**config.mk**
```make
export PLATFORM = sky130hd
export DESIGN_NAME = maple_rx
export DESIGN_NICKNAME = d
export VERILOG_FILES = /design/src/rtl/maple_rx.sv
export SDC_FILE = /design/constraint.sdc
export NUM_CORES = 1
export LEC_CHECK = 0
export ABC_CLOCK_PERIOD_IN_PS = 2560
export BUFFER_PORTS_ARGS = -buffer_cell sky130_fd_sc_hd__buf_2
export CAP_MARGIN = 20
export CORE_ASPECT_RATIO = 0.8
export CORE_UTILIZATION = 59
export CTS_BUF_LIST = sky130_fd_sc_hd__clkbuf_16
export DETAILED_ROUTE_END_ITERATION = 12
export HOLD_SLACK_MARGIN = 0.05
export PLACE_DENSITY_LB_ADDON = 0.15
export SLEW_MARGIN = 20
export SYNTH_ARGS = -nofsm -noshare
export SYNTH_HDL_FRONTEND = slang
export SYNTH_SLANG_ARGS = --single-unit
```
**constraint.sdc**
```tcl
create_clock -name clk -period 2.56 [get_ports clk]
set_clock_uncertainty 0.1 [all_clocks]
set_input_delay 0.256 -clock clk [delete_from_list [all_inputs] [get_ports clk]]
set_output_delay 0.256 -clock clk [all_outputs]
set_load 0.02 [all_outputs]
```
**src/rtl/maple_rx.sv**
```systemverilog
// Maple bus frame receiver.
// Synchronises the pin1/pin5 lines returned from maple_ports. It detects the
// start pattern, decodes two-phase data bits into bytes (MSB first) and
// detects the end pattern. Frame boundaries and framing errors are reported
// as one-cycle strobes.
//
// Ports:
//   clk, rst      - system clock, synchronous active-high reset
//   in_p1, in_p5  - asynchronous SDCKA / SDCKB lines
//   enable        - 0 holds the receiver in idle and ignores the lines
//   data          - last received byte (held until the next byte)
//   data_valid    - strobe when data updates
//   frame_start   - strobe when a valid start pattern completes
//   frame_end     - strobe when a valid end pattern lands on a byte boundary
//   frame_error   - strobe on a framing error or timeout
//   busy          - high whenever the receiver is not idle
module maple_rx #(
  parameter int unsigned SYNC_STAGES    = 2,
  parameter int unsigned TIMEOUT_CYCLES = 1000,
  parameter int unsigned TW             = 10
) (
  input  logic       clk,
  input  logic       rst,
  input  logic       in_p1,
  input  logic       in_p5,
  input  logic       enable,
  output logic [7:0] data,
  output logic       data_valid,
  output logic       frame_start,
  output logic       frame_end,
  output logic       frame_error,
  output logic       busy
);

  typedef enum logic [2:0] {
    StIdle, StStart, StDataA, StDataB, StEnd, StWaitIdle
  } state_e;

  logic [SYNC_STAGES-1:0] p1_sync_q, p5_sync_q;
  logic                   p1_dly_q, p5_dly_q;
  logic                   p1, p5;
  logic                   p1_fall, p1_rise, p5_fall, p5_rise, any_edge;

  state_e        state_q, state_d;
  logic [2:0]    pulse_cnt_q, pulse_cnt_d;
  logic [2:0]    bit_cnt_q, bit_cnt_d;
  logic [6:0]    sr_q, sr_d;
  logic [7:0]    data_q, data_d;
  logic [TW-1:0] timer_q, timer_d;
  logic          hi_seen_q, hi_seen_d;
  logic          valid_q, valid_d;
  logic          start_q, start_d;
  logic          end_q, end_d;
  logic          error_q, error_d;
  logic          shift_en, shift_bit, counting, timeout;

  // Synchronisers idle high, matching the quiescent bus.
  always_ff @(posedge clk) begin
    if (rst) begin
      p1_sync_q <= '1;
      p5_sync_q <= '1;
      p1_dly_q  <= 1'b1;
      p5_dly_q  <= 1'b1;
    end else begin
      p1_sync_q <= {p1_sync_q[SYNC_STAGES-2:0], in_p1};
      p5_sync_q <= {p5_sync_q[SYNC_STAGES-2:0], in_p5};
      p1_dly_q  <= p1_sync_q[SYNC_STAGES-1];
      p5_dly_q  <= p5_sync_q[SYNC_STAGES-1];
    end
  end

  assign p1       = p1_sync_q[SYNC_STAGES-1];
  assign p5       = p5_sync_q[SYNC_STAGES-1];
  assign p1_fall  = p1_dly_q & ~p1;
  assign p1_rise  = ~p1_dly_q & p1;
  assign p5_fall  = p5_dly_q & ~p5;
  assign p5_rise  = ~p5_dly_q & p5;
  assign any_edge = p1_fall | p1_rise | p5_fall | p5_rise;

  always_comb begin
    state_d     = state_q;
    pulse_cnt_d = pulse_cnt_q;
    bit_cnt_d   = bit_cnt_q;
    sr_d        = sr_q;
    data_d      = data_q;
    hi_seen_d   = 1'b0;
    valid_d     = 1'b0;
    start_d     = 1'b0;
    end_d       = 1'b0;
    error_d     = 1'b0;
    shift_en    = 1'b0;
    shift_bit   = 1'b0;

    counting = (state_q != StIdle) && (state_q != StWaitIdle);
    timer_d  = (counting && !any_edge) ? timer_q + 1'b1 : '0;
    // An edge in the same cycle always restarts the timer, so a timeout
    // never coincides with an edge-driven strobe.
    timeout  = counting && !any_edge && (timer_q == TW'(TIMEOUT_CYCLES - 1));

    if (!enable) begin
      state_d = StIdle;
    end else if (timeout) begin
      error_d = 1'b1;
      state_d = StWaitIdle;
    end else begin
      case (state_q)
        StIdle: begin
          if (p1_fall && p5) begin
            state_d     = StStart;
            pulse_cnt_d = 3'd0;
          end
        end
        StStart: begin
          if (p1_rise) begin
            if (pulse_cnt_q == 3'd4) begin
              start_d   = 1'b1;
              bit_cnt_d = 3'd0;
              state_d   = StDataA;
            end else begin
              error_d = 1'b1;
              state_d = StWaitIdle;
            end
          end else if (p5_fall && pulse_cnt_q != 3'd7) begin
            pulse_cnt_d = pulse_cnt_q + 3'd1;
          end
        end
        StDataA: begin
          if (p1_fall && p5_fall) begin
            error_d = 1'b1;
            state_d = StWaitIdle;
          end else if (p1_fall) begin
            shift_en  = 1'b1;
            shift_bit = p5;
            state_d   = StDataB;
          end
        end
        StDataB: begin
          if (p1_fall && p5_fall) begin
            error_d = 1'b1;
            state_d = StWaitIdle;
          end else if (p5_fall) begin
            shift_en  = 1'b1;
            shift_bit = p1;
            state_d   = StDataA;
          end else if (p1_fall && !p5) begin
            // Second pin1 pulse of the end pattern; the bit shifted in the
            // preceding DATA_A was the first pulse, hence bit_cnt == 1.
            if (bit_cnt_q == 3'd1) begin
              state_d = StEnd;
            end else begin
              error_d = 1'b1;
              state_d = StWaitIdle;
            end
          end
        end
        StEnd: begin
          if (p5_rise && p1) begin
            end_d   = 1'b1;
            state_d = StIdle;
          end
        end
        StWaitIdle: begin
          if (p1 && p5) begin
            if (hi_seen_q) state_d = StIdle;
            else           hi_seen_d = 1'b1;
          end
        end
        default: state_d = StIdle;
      endcase
    end

    if (shift_en) begin
      sr_d      = {sr_q[5:0], shift_bit};
      bit_cnt_d = bit_cnt_q + 3'd1;
      if (bit_cnt_q == 3'd7) begin
        data_d  = {sr_q, shift_bit};
        valid_d = 1'b1;
      end
    end
  end

  always_ff @(posedge clk) begin
    if (rst) begin
      state_q     <= StIdle;
      pulse_cnt_q <= '0;
      bit_cnt_q   <= '0;
      sr_q        <= '0;
      data_q      <= '0;
      timer_q     <= '0;
      hi_seen_q   <= 1'b0;
      valid_q     <= 1'b0;
      start_q     <= 1'b0;
      end_q       <= 1'b0;
      error_q     <= 1'b0;
    end else begin
      state_q     <= state_d;
      pulse_cnt_q <= pulse_cnt_d;
      bit_cnt_q   <= bit_cnt_d;
      sr_q        <= sr_d;
      data_q      <= data_d;
      timer_q     <= timer_d;
      hi_seen_q   <= hi_seen_d;
      valid_q     <= valid_d;
      start_q     <= start_d;
      end_q       <= end_d;
      error_q     <= error_d;
    end
  end

  assign data        = data_q;
  assign data_valid  = valid_q;
  assign frame_start = start_q;
  assign frame_end   = end_q;
  assign frame_error = error_q;
  assign busy        = (state_q != StIdle);

endmodule

```
Yosys cells after proc, flatten, opt, wreduce, memory -nomap -nowiden
Cells that the tools add are included.
{"block": "word_totals", "ff_bits": 45, "input_bits": 5, "word_cells": 148, "output_inout_bits": 13}
{"block": "classes", "reduce_logical": 30, "addsub": 3, "n_eq_ne": 28, "n_mux": 51, "bitwise": 20}
{"operator": "$mux 3", "n": 21}
{"operator": "$mux 1", "n": 25}
{"operator": "$ne 3x3->1 const B", "n": 8}
{"operator": "$pmux 3 s6", "n": 1}
{"operator": "$ne 2x2->1 const B", "n": 8}
{"operator": "$reduce_and 7->1", "n": 2}
{"operator": "$not 1->1", "n": 13}
{"operator": "$eq 3x3->1 const B", "n": 4}
{"operator": "$add 10x1->10 const B", "n": 1}
{"operator": "$eq 10x10->1 const B", "n": 1}
{"operator": "$reduce_bool 2->1", "n": 5}
{"operator": "$reduce_or 5->1", "n": 2}
{"operator": "$logic_and 1x1->1", "n": 9}
{"operator": "$ne 4x4->1 const B", "n": 2}
{"operator": "$add 3x1->3 const B", "n": 2}
{"operator": "$eq 3x1->1 const B", "n": 2}
{"operator": "$eq 3x2->1 const B", "n": 2}
{"operator": "$pmux 3 s2", "n": 1}
{"operator": "$reduce_and 6->1", "n": 1}
{"operator": "$reduce_or 2->1", "n": 3}
{"operator": "$ne 5x5->1 const B", "n": 1}
{"operator": "$reduce_and 5->1", "n": 1}
{"operator": "$and 1x1->1", "n": 4}
{"operator": "$pmux 1 s2", "n": 2}
{"operator": "8 further kinds", "n": 11}

Logic depth before layout (Yosys ltp)
Gate-level depths: netlist (run 1).
{"block": "logic_depth", "word_depth": 12, "mapped_depth": 9}

Worst setup path before layout (run 1)
No wires, ideal clock.
{"block": "synth_timing", "path_kind": "reg-to-reg", "from": "register p1_sync_q[1]", "to": "register data_q[1] (netlist: data[1])", "setup_slack_ns": 0.470, "path_stages_with_launch": 10, "setup_time_ns": 0.116, "synth_period_minus_slack_ns": 2.090, "arrival_time_ns": 1.875, "required_time_ns": 2.344, "path_cell_list": "dfxtp_1 > inv_1 > ha_1 > clkbuf_1 > nor2b_1 > mux2_2 > and3_2 > and3_4 > buf_6 > a31o_1"}
{"block": "synth_via", "elab_chain_cells": 11, "word_cells_on_any_way": 17}
{"item": "start, declared", "line_no": "39", "rtl": "logic [SYNC_STAGES-1:0] p1_sync_q, p5_sync_q;"}
{"item": "start signal, assigned", "line_no": "65", "rtl": "p1_sync_q <= {p1_sync_q[SYNC_STAGES-2:0], in_p1};"}
{"item": "$not 1->1", "line_no": "74", "rtl": "assign p1_fall = p1_dly_q & ~p1;"}
{"item": "$and 1x1->1", "line_no": "74"}
{"item": "$or 1x1->1 (3 in series)", "line_no": "78", "rtl": "assign any_edge = p1_fall | p1_rise | p5_fall | p5_rise;"}
{"item": "$logic_not 1->1", "line_no": "98", "rtl": "timeout = counting && !any_edge && (timer_q == TW'(TIMEOUT_CYCLES - 1));"}
{"item": "$logic_and 1x1->1 (2 in series)", "line_no": "98"}
{"item": "$mux 1 *", "line_no": "102", "rtl": "end else if (timeout) begin"}
{"item": "$mux 1 *", "line_no": "100", "rtl": "if (!enable) begin"}
{"item": "$reduce_and 2->1 (no line) *"}
{"item": "end signal, assigned", "line_no": "200", "rtl": "data_q <= data_d;"}
{"item": "end, declared", "line_no": "48", "rtl": "logic [7:0] data_q, data_d;"}
Every way passes the cells marked *; elsewhere a longest branch is shown, timed or not.
A chain may end at the register's enable or synchronous reset.

Final worst setup path (run 1)
Same ends and word-level chain as after synthesis.

==> out/metrics.cfg, run 1 <==
[yosys]
synth_flop_cell = dfxtp_1
synth-edff-count = 0
syn_inst = 253
ys_warn_count = 0
async_reset_ff_frac = 0
synth.distinct_cells = 54
syn_area_mm2 = 0.002201
ys_seq_area_frac = 0.4093
ys_ff_latch = 45
syn_avg_cell_area_um2 = 8.699
synth_nets = 268

[global_routing]
grt_pass1_vias = 1621
grt_max_degree = 22
antenna_found_initial = 0
grt_use_total = 0.2468
grt_pass1_wl_mm = 7.576
grt-ovfl-total = 0

[clocking]
clk_root_buffer_cell = clkbuf_16
cts_max_level = 2
cts_made_buffers = 5
tritoncts = done
max-clock-path-buffers = 2
cts_sinks = 45
post_cts_buffers = 0
path_clk_slew_ps = 60
cts_resized = 0
hold_buffers = 2
insertion_delay_ps = 290

[worst_hold_path]
hold_path_class = input port to flop

[detailed_routing]
wirelength_mm = 4.432
drc = 0
vias = 1789
first_pass_iters = 4
ant_nets = 0
vias_per_cell = 5.734
avgRoutedWirePerCell_um = 14.21
drt_iter0_markers = 157

[timing]
min_period_over_period = 0.8597
max-slew-margin-rel = 0.6988
timing_hold_violations_final = 0
fmaxAchievable_mhz = 454.4
final-setup-viol-count = 0
worstMarginPinSlew_ps = 451.2
period_minus_slack_ps = 2201
holdWs_ps = 280.8
rsz0062_at_grt = false
slew_viol_final = 0
worst_slack_ps = 359.1
final.setup.tns_ps = 0

[setup_path]
required_ps = 2640
setup.worst_path.end_class = flop
critPathMaxStageDelay_ps = 400
crit_chain = inv_1 > ha_1 > nor2b_1 > mux2_2 > and3_2 > and3_4 > a31o_1
reg2reg_slack_ps = 360
timing_worst_setup_path_type = flop to flop
cp-start-kind = flop
critPathArrivalTime_ps = 2280
worst-path-max-fanout = 11
slowest_stage = dfxtp_1

[floorplanning]
die_h_um = 56.63
core-area_mm2 = 0.003495
io_pins = 18
row_count = 19
fp.dieW_um = 70.29
start_util = 0.6298
die-area_mm2 = 0.003980

[cells_and_area]
layout-area-overhead-vs-synth_pct = 11.60
final_cell_area_mm2 = 0.002456
antenna_cells = 0
final_layout_size_suffix_gt1_frac = 0.1778
nNetsFinal = 284

[run]
drv_cap = 0

[placed_design]
routabilityCongestion = 0.8776
pre_cts_slack_ps = 389.5
io_buffer_count = 17
placed_area_mm2 = 0.002273
dpl.hpwl_mm = 3.168

[power]
power_leakage_nw = 0.9443
irDropWorstVdd_uv = 485.7
power-per-cell-area_mw_per_mm2 = 591.2

[outcome]
status = complete, no violations

sequential cells by signal (all words and copies together), names as in the netlist:
name,cells
p5_dly_q,1
bit_cnt_q,3
frame_error,1
sr_q,7
data_valid,1
p1_dly_q,1
state_q,3
p1_sync_q,2
timer_q,10
frame_end,1
frame_start,1
pulse_cnt_q,3
hi_seen_q,1
data,8
p5_sync_q,2
cell type report:
cell class	instances	area (µm²)
multi-input cells	180	1152
fillers	277	1039
flip-flops and latches	45	900.9
repair buffers	23	135.1
clock buffers	5	125.1
inverters	14	52.55
well taps	42	52.55
clock inverters	3	37.54
path summary, 6_finish.rpt:
path,startpoint,to,cells after the start
setup reg to reg,p1_sync_q[1],data[1],7
hold reg to reg,p1_sync_q[0],p1_sync_q[1],1
hold / removal,rst,sr_q[0],2
setup / recovery,p1_sync_q[1],data[1],7
cells by family after synthesis:
logic type	count (synthesis)	share of synthesized area
multiplexers	7	0.03241
AND/OR/NAND/NOR	104	0.2547
AO/OA/AOI/OAI	52	0.1518
flip-flops	45	0.4093
buffers and inverters	28	0.06708
adder cells (fa/ha/maj)	10	0.05685
XOR/XNOR	7	0.02786
where the power goes:
part | internal [W] | switching [W] | leakage [nW]
Combinational | 0.0000182 | 0.0000282 | 0.498
Clock | 0.000453 | 0.000243 | 0.0826
Sequential | 0.000705 | 0.00000543 | 0.364
through the flow:
step / cells / util / power (W)
after detailed placement: 302 / 0.6506 / 0.0007690
after global routing: 312 / 0.7028 / 0.001509
after floorplan: 253 / - / 0.0007579
final: 312 / 0.7028 / 0.001452
after global placement: 302 / 0.6506 / 0.0007686
after CTS: 312 / 0.7028 / 0.001468
synthesized netlist by cell type, types with 2 or more instances:
cell,number,area share
or3_1,3,0.0085
inv_1,14,0.024
buf_6,4,0.020
a21oi_1,20,0.045
buf_2,2,0.0045
dfxtp_1,45,0.41
xnor2_1,3,0.012
o21ai_0,12,0.027
nand3b_1,3,0.010
nand3_1,15,0.034
nand4_1,2,0.0057
nand4b_1,2,0.0080
nor2b_1,3,0.0085
and3_2,2,0.0068
nor2_1,15,0.026
a311oi_1,3,0.012
ha_1,10,0.057
and3_1,2,0.0057
mux2i_1,6,0.027
or2_2,8,0.023
clkbuf_1,7,0.012
nand2b_1,3,0.0085
nor3_1,5,0.011
nand2_1,29,0.049
a31o_1,2,0.0080
xor2_1,4,0.016
o32ai_1,2,0.0080
layout by cell type, fill, tap and decap left out, types with 3 or more instances in the layout:
| cell | count |
|---|---|
| o21ai_0 | 12 |
| xor2_1 | 4 |
| ha_1 | 10 |
| nor2_1 | 15 |
| nand2b_1 | 3 |
| nand3_1 | 15 |
| xnor2_1 | 3 |
| or2_2 | 8 |
| buf_2 | 17 |
| or3_1 | 3 |
| mux2i_1 | 6 |
| nor2b_1 | 3 |
| inv_1 | 15 |
| nor3_1 | 5 |
| buf_4 | 4 |
| a21oi_1 | 20 |
| clkbuf_16 | 5 |
| a311oi_1 | 3 |
| nand2_1 | 29 |
| nand3b_1 | 3 |
| dfxtp_1 | 45 |
routing by layer:
| layer | vias up | GRT usage | share of wire |
|---|---|---|---|
| met5 | - | 0 | 0 |
| met2 | 50 | 0.3483 | 0.42 |
| li1 | 914 | - | - |
| met4 | 0 | 0.08857 | 0.0086 |
| met3 | 5 | 0.08797 | 0.058 |
| met1 | 820 | 0.3454 | 0.51 |
critical path, delay by kind of cell (launching register included):
kind                     cells  cell delay (ps)
adder cells (fa/ha/maj)      1              310
buffers and inverters        1              100
flip-flops                   1              400
multiplexers                 1              260
AO/OA/AOI/OAI                1              220
AND/OR/NAND/NOR              3              700
Power figures use the tool's default switching activity.
==> inputs of run 2 (changes only) <==
==> constraint.sdc (replaced) <==
create_clock -name clk -period 2.56 [get_ports clk]
set_clock_uncertainty 0.1 [all_clocks]
set_input_delay 0.512 -clock clk [delete_from_list [all_inputs] [get_ports clk]]
set_output_delay 0.512 -clock clk [all_outputs]
set_load 0.02 [all_outputs]
==> run 2 against run 1 <==
Effect of this change: utilization fell by 0.93 points; highest routed layer unchanged; count of clock-buffer cells in the layout is the same; flip-flop and latch count is the same; via count is essentially flat; maximum frequency rose by 0.19%; non-clock buffer count is 1 lower; design area shrank 1.3%; critical path type unchanged; clock power down 12%; first-iteration DRC count rose by 28%; critical path depth is the same.
==> out/metrics.cfg, run 2 (synthesis gave the netlist of run 1 again) <==
[cells_and_area]
final_layout_size_suffix_gt1_frac = 0.1896
final_common_cell = dfxtp_1
top_register = timer_q
nNetsFinal = 283
antenna_cells = 0
layout-area-overhead-vs-synth_pct = 10.12
n_fill_cell = 291
ff_latch_area_um2 = 900.9
multi_input_area_mm2 = 0.001152
final_cell_mix = dfxtp_1 (45), nand2_1 (29), a21oi_1 (20), buf_2 (17)
largest_reg_flops = 10

[global_routing]
antenna_found_initial = 0
grt_pass1_vias = 1563
grt_pass1_wl_mm = 7.348
grt-ovfl-total = 0
grt_max_degree = 21
grt_use_total = 0.2418

[clocking]
insertion_delay_ps = 290
cts_sinks = 45
post_cts_buffers = 0
tritoncts = done
path_clk_slew_ps = 60
cts_resized = 0
cts_made_buffers = 5
clk_root_buffer_cell = clkbuf_16
hold_buffers = 0
cts_max_level = 2
max-clock-path-buffers = 2

[floorplanning]
fp.dieW_um = 70.29
io_pins = 18
die-area_mm2 = 0.003980
core-area_mm2 = 0.003495
start_util = 0.6298
row_count = 19
die_h_um = 56.63

[detailed_routing]
ant_nets = 0
drt_iter0_markers = 201
vias = 1788
vias_per_cell = 5.749
first_pass_iters = 4
avgRoutedWirePerCell_um = 14.34
drc = 0
wirelength_mm = 4.459

[power]
clkPwrFrac = 0.447
pwr-share-comb = 0.033
irDropWorstVdd_uv = 477.4
power_leakage_nw = 0.9277
p_seq_frac = 0.520
sw_frac_of_total = 0.2103
power_switching_w = 0.0002874
internal-power_w = 0.001079
fin_total_pwr_w = 0.001366
power-per-cell-area_mw_per_mm2 = 563.8

[placed_design]
dpl.hpwl_mm = 3.158
io_buffer_count = 17
routabilityCongestion = 0.8767

[setup_path]
critPathArrivalTime_ps = 2280
slowest_stage = dfxtp_1
timing_worst_setup_path_type = flop to flop
cp-start-kind = flop
reg2reg_slack_ps = 360
crit_chain = inv_1 > ha_1 > nor2b_1 > mux2_2 > and3_2 > and3_4 > a31o_1
setup.worst_path.end_class = flop
critPathMaxStageDelay_ps = 400
worst-path-max-fanout = 11
required_ps = 2640

[timing]
fmaxAchievable_mhz = 455.2
min_period_over_period = 0.8581
timing_hold_violations_final = 0
slew_viol_final = 0
rsz0062_at_grt = false
max-slew-margin-rel = 0.6829
final-setup-viol-count = 0
worstMarginPinSlew_ps = 475.1
final.setup.tns_ps = 0
period_minus_slack_ps = 2197

[outcome]
status = complete, no violations

[worst_hold_path]
hold_path_class = input port to flop

[run]
drv_cap = 0

-- run 2: worst max-delay path, delay by kind of cell, from the launching register on --
family | cells | cell delay (ps)
DFF | 1 | 400
muxes | 1 | 260
buffers and inverters | 1 | 100
and+or+nand+nor | 3 | 700
AOI/OAI and AO/OA | 1 | 230
adders and majority gates | 1 | 300
-- run 2: worst paths after layout --
| check | startpoint | to | depth (start not counted) |
|---|---|---|---|
| worst min register to register | p5_sync_q[0] | p5_sync_q[1] | 1 |
| worst max-delay path | p1_sync_q[1] | data[1] | 7 |
| worst min-delay path | in_p5 | p5_sync_q[0] | 2 |
| worst max register to register | p1_sync_q[1] | data[1] | 7 |
-- run 2: layout make-up --
type,count,area share
timing repair buffer,22,0.05059
clock buffer,5,0.05163
tap,42,0.02168
inverter,14,0.02168
multi-input combinational,180,0.4755
clock inverter,3,0.007228
sequential,45,0.3717
-- run 2: power groups by stage --
stage	Sequential, W	Combinational [W]	Clock (W)
after floorplan	0.000722	0.0000355	0
after global placement	0.000725	0.0000451	0
after detailed placement	0.000725	0.0000448	0
after CTS	0.000710	0.0000451	0.000625
after global routing	0.000710	0.0000505	0.000650
final	0.000710	0.0000455	0.000611
-- run 2: metal layers --
layer / GRT usage / vias to the layer above / wire [µm]
met1: 0.3511 / 830 / 2241
met3: 0.07002 / 8 / 231
li1: - / 907 / -
met5: 0 / - / 0
met2: 0.3429 / 43 / 1921
met4: 0.07714 / 0 / 65
-- run 2: metrics by stage --
step / instance area [µm²] / hold slack (ps) / utilization / worst slack (ps) / instances
CTS: 2424 / 301.4 / 0.6935 / 381.3 / 311
finish: 2424 / 308.0 / 0.6935 / 363.2 / 311
global route: 2424 / 301.8 / 0.6935 / 231.5 / 311
floorplan: 2201 / 289.5 / - / 469.8 / 253
detailed placement: 2281 / 296.0 / 0.6527 / 391.9 / 303
global placement: 2281 / 294.4 / 0.6527 / 462.3 / 303
==> inputs of run 3 (changes only) <==
RECOVER_POWER = 50   (was default)
REMOVE_ABC_BUFFERS = 1   (was default)
==> run 3 against run 2 <==
Effect of this change: die area is the same; sequential share of layout area grew 0.29 points; maximum frequency grew 0.44%; design area shrank 0.77%; critical endpoint unchanged.
==> out/metrics.cfg, run 3 (synthesis gave the netlist of run 1 again) <==
[outcome]
status = complete, no violations

[placed_design]
routabilityCongestion = 0.9064
io_buffer_count = 17
dpl.hpwl_mm = 2.978
placed_area_mm2 = 0.002281

[cells_and_area]
ff_latch_area_um2 = 900.9
final_cell_area_mm2 = 0.002405
final_common_cell = dfxtp_1
multi_input_area_mm2 = 0.001152
largest_reg_flops = 10
antenna_cells = 0
final_layout_size_suffix_gt1_frac = 0.1338
top_register = timer_q
final_cell_mix = dfxtp_1 (45), nand2_1 (29), a21oi_1 (20), inv_1 (16)
nNetsFinal = 283
layout-area-overhead-vs-synth_pct = 9.267
n_fill_cell = 298

[power]
internal-power_w = 0.001075
p_seq_frac = 0.523
power_switching_w = 0.0002804
sw_frac_of_total = 0.2069
clkPwrFrac = 0.443
power_leakage_nw = 0.8754
power-per-cell-area_mw_per_mm2 = 563.5
pwr-share-comb = 0.033
irDropWorstVdd_uv = 443.1

[setup_path]
setup.worst_path.end_class = flop
startpoint = p1_sync_q[1]
timing_worst_setup_path_type = flop to flop
slowest_stage = dfxtp_1
critPathMaxStageDelay_ps = 380
crit_chain = inv_1 > ha_1 > nor2b_1 > mux2_2 > and3_2 > and3_4 > a31o_1
r2r-start = p1_sync_q[1]
r2r_cells = 7
r2r-end = data[1]
required_ps = 2640
crit_family = simple AND/OR/NAND/NOR gates
critPathArrivalTime_ps = 2270
cp-start-kind = flop
path_buf_inv = 1
reg2reg_slack_ps = 370
worst-path-max-fanout = 11

[clocking]
cts_sinks = 45
cts_max_level = 2
cts_made_buffers = 5
tritoncts = done
hold_buffers = 0
post_cts_buffers = 0
cts_resized = 0
clk_root_buffer_cell = clkbuf_16
path_clk_slew_ps = 60
insertion_delay_ps = 280
max-clock-path-buffers = 2

[worst_hold_path]
hold_end = p5_sync_q[1]
hold_path_class = flop to flop
hold_start = p5_sync_q[0]
whs_path_depth = 1

[floorplanning]
core-area_mm2 = 0.003495
die-area_mm2 = 0.003980
fp.dieW_um = 70.29
row_count = 19
start_util = 0.6298
io_pins = 18
die_h_um = 56.63

[global_routing]
antenna_found_initial = 0
grt_pass1_wl_mm = 7.514
grt-ovfl-total = 0
grt_use_total = 0.2370
grt_pass1_vias = 1636
grt_max_degree = 22

[timing]
rsz0062_at_grt = false
timing_hold_violations_final = 0
final.setup.tns_ps = 0
fmaxAchievable_mhz = 457.2
period_minus_slack_ps = 2187
min_period_over_period = 0.8544
max-slew-margin-rel = 0.4485
worstMarginPinSlew_ps = 827.2
slew_viol_final = 0
final-setup-viol-count = 0

[detailed_routing]
avgRoutedWirePerCell_um = 14.06
drc = 0
vias = 1768
first_pass_iters = 4
ant_nets = 0
vias_per_cell = 5.685
wirelength_mm = 4.372
drt_iter0_markers = 206

[run]
drv_cap = 0

[run 3: cell count changes in the layout (fill, tap and decap cells not counted)]
| cell | delta |
|---|---|
| clkinv_2 | -2 |
| clkbuf_1 | +13 |
| buf_2 | -13 |
| inv_1 | +2 |
[run 3: per-layer routing]
layer  vias to the layer above  track usage  wire length (µm)
met5                         -            0                 0
met4                         0      0.06000                48
met3                         5      0.04847               159
met2                        39       0.3633              1891
met1                       812       0.3401              2272
li1                        912            -                 -
[run 3: how the worst max path moves through the flow]
stage / endpoint / cells past startpoint
finish: data[1] / 7
global route: data[5] / 7
global placement: data[2] / 7
CTS: data[5] / 7
floorplan: data[1] / 7
detailed placement: data[5] / 7
[run 3: power by group through the flow]
stage / sequential, W / clock [W] / combinational [W]
2_1_floorplan: 0.000724 / 0 / 0.0000261
3_3_place_gp: 0.000725 / 0 / 0.0000443
3_5_place_dp: 0.000725 / 0 / 0.0000444
4_1_cts: 0.000709 / 0.000613 / 0.0000448
5_1_grt: 0.000710 / 0.000638 / 0.0000492
6_report: 0.000709 / 0.000601 / 0.0000447
[run 3: per-stage QoR]
stage,setup slack (ps),hold slack [ps],instances,total power (W),util
2_1_floorplan,544.1,289.5,239,0.0007499,-
6_report,372.8,307.8,311,0.001355,0.6881
3_5_place_dp,378.1,294.5,303,0.0007692,0.6527
3_3_place_gp,433.7,293.8,303,0.0007689,0.6527
4_1_cts,367.7,308.6,311,0.001367,0.6928
5_1_grt,222.1,306.1,311,0.001398,0.6881
[run 3: area by class of cell]
class                           instances  share of cell area
Clock buffer                            5             0.05203
Clock inverter                          3            0.006243
Inverter                               14             0.02185
Multi-Input combinational cell        180              0.4792
Sequential cell                        45              0.3746
Tap cell                               42             0.02185
Timing Repair Buffer                   22             0.04422
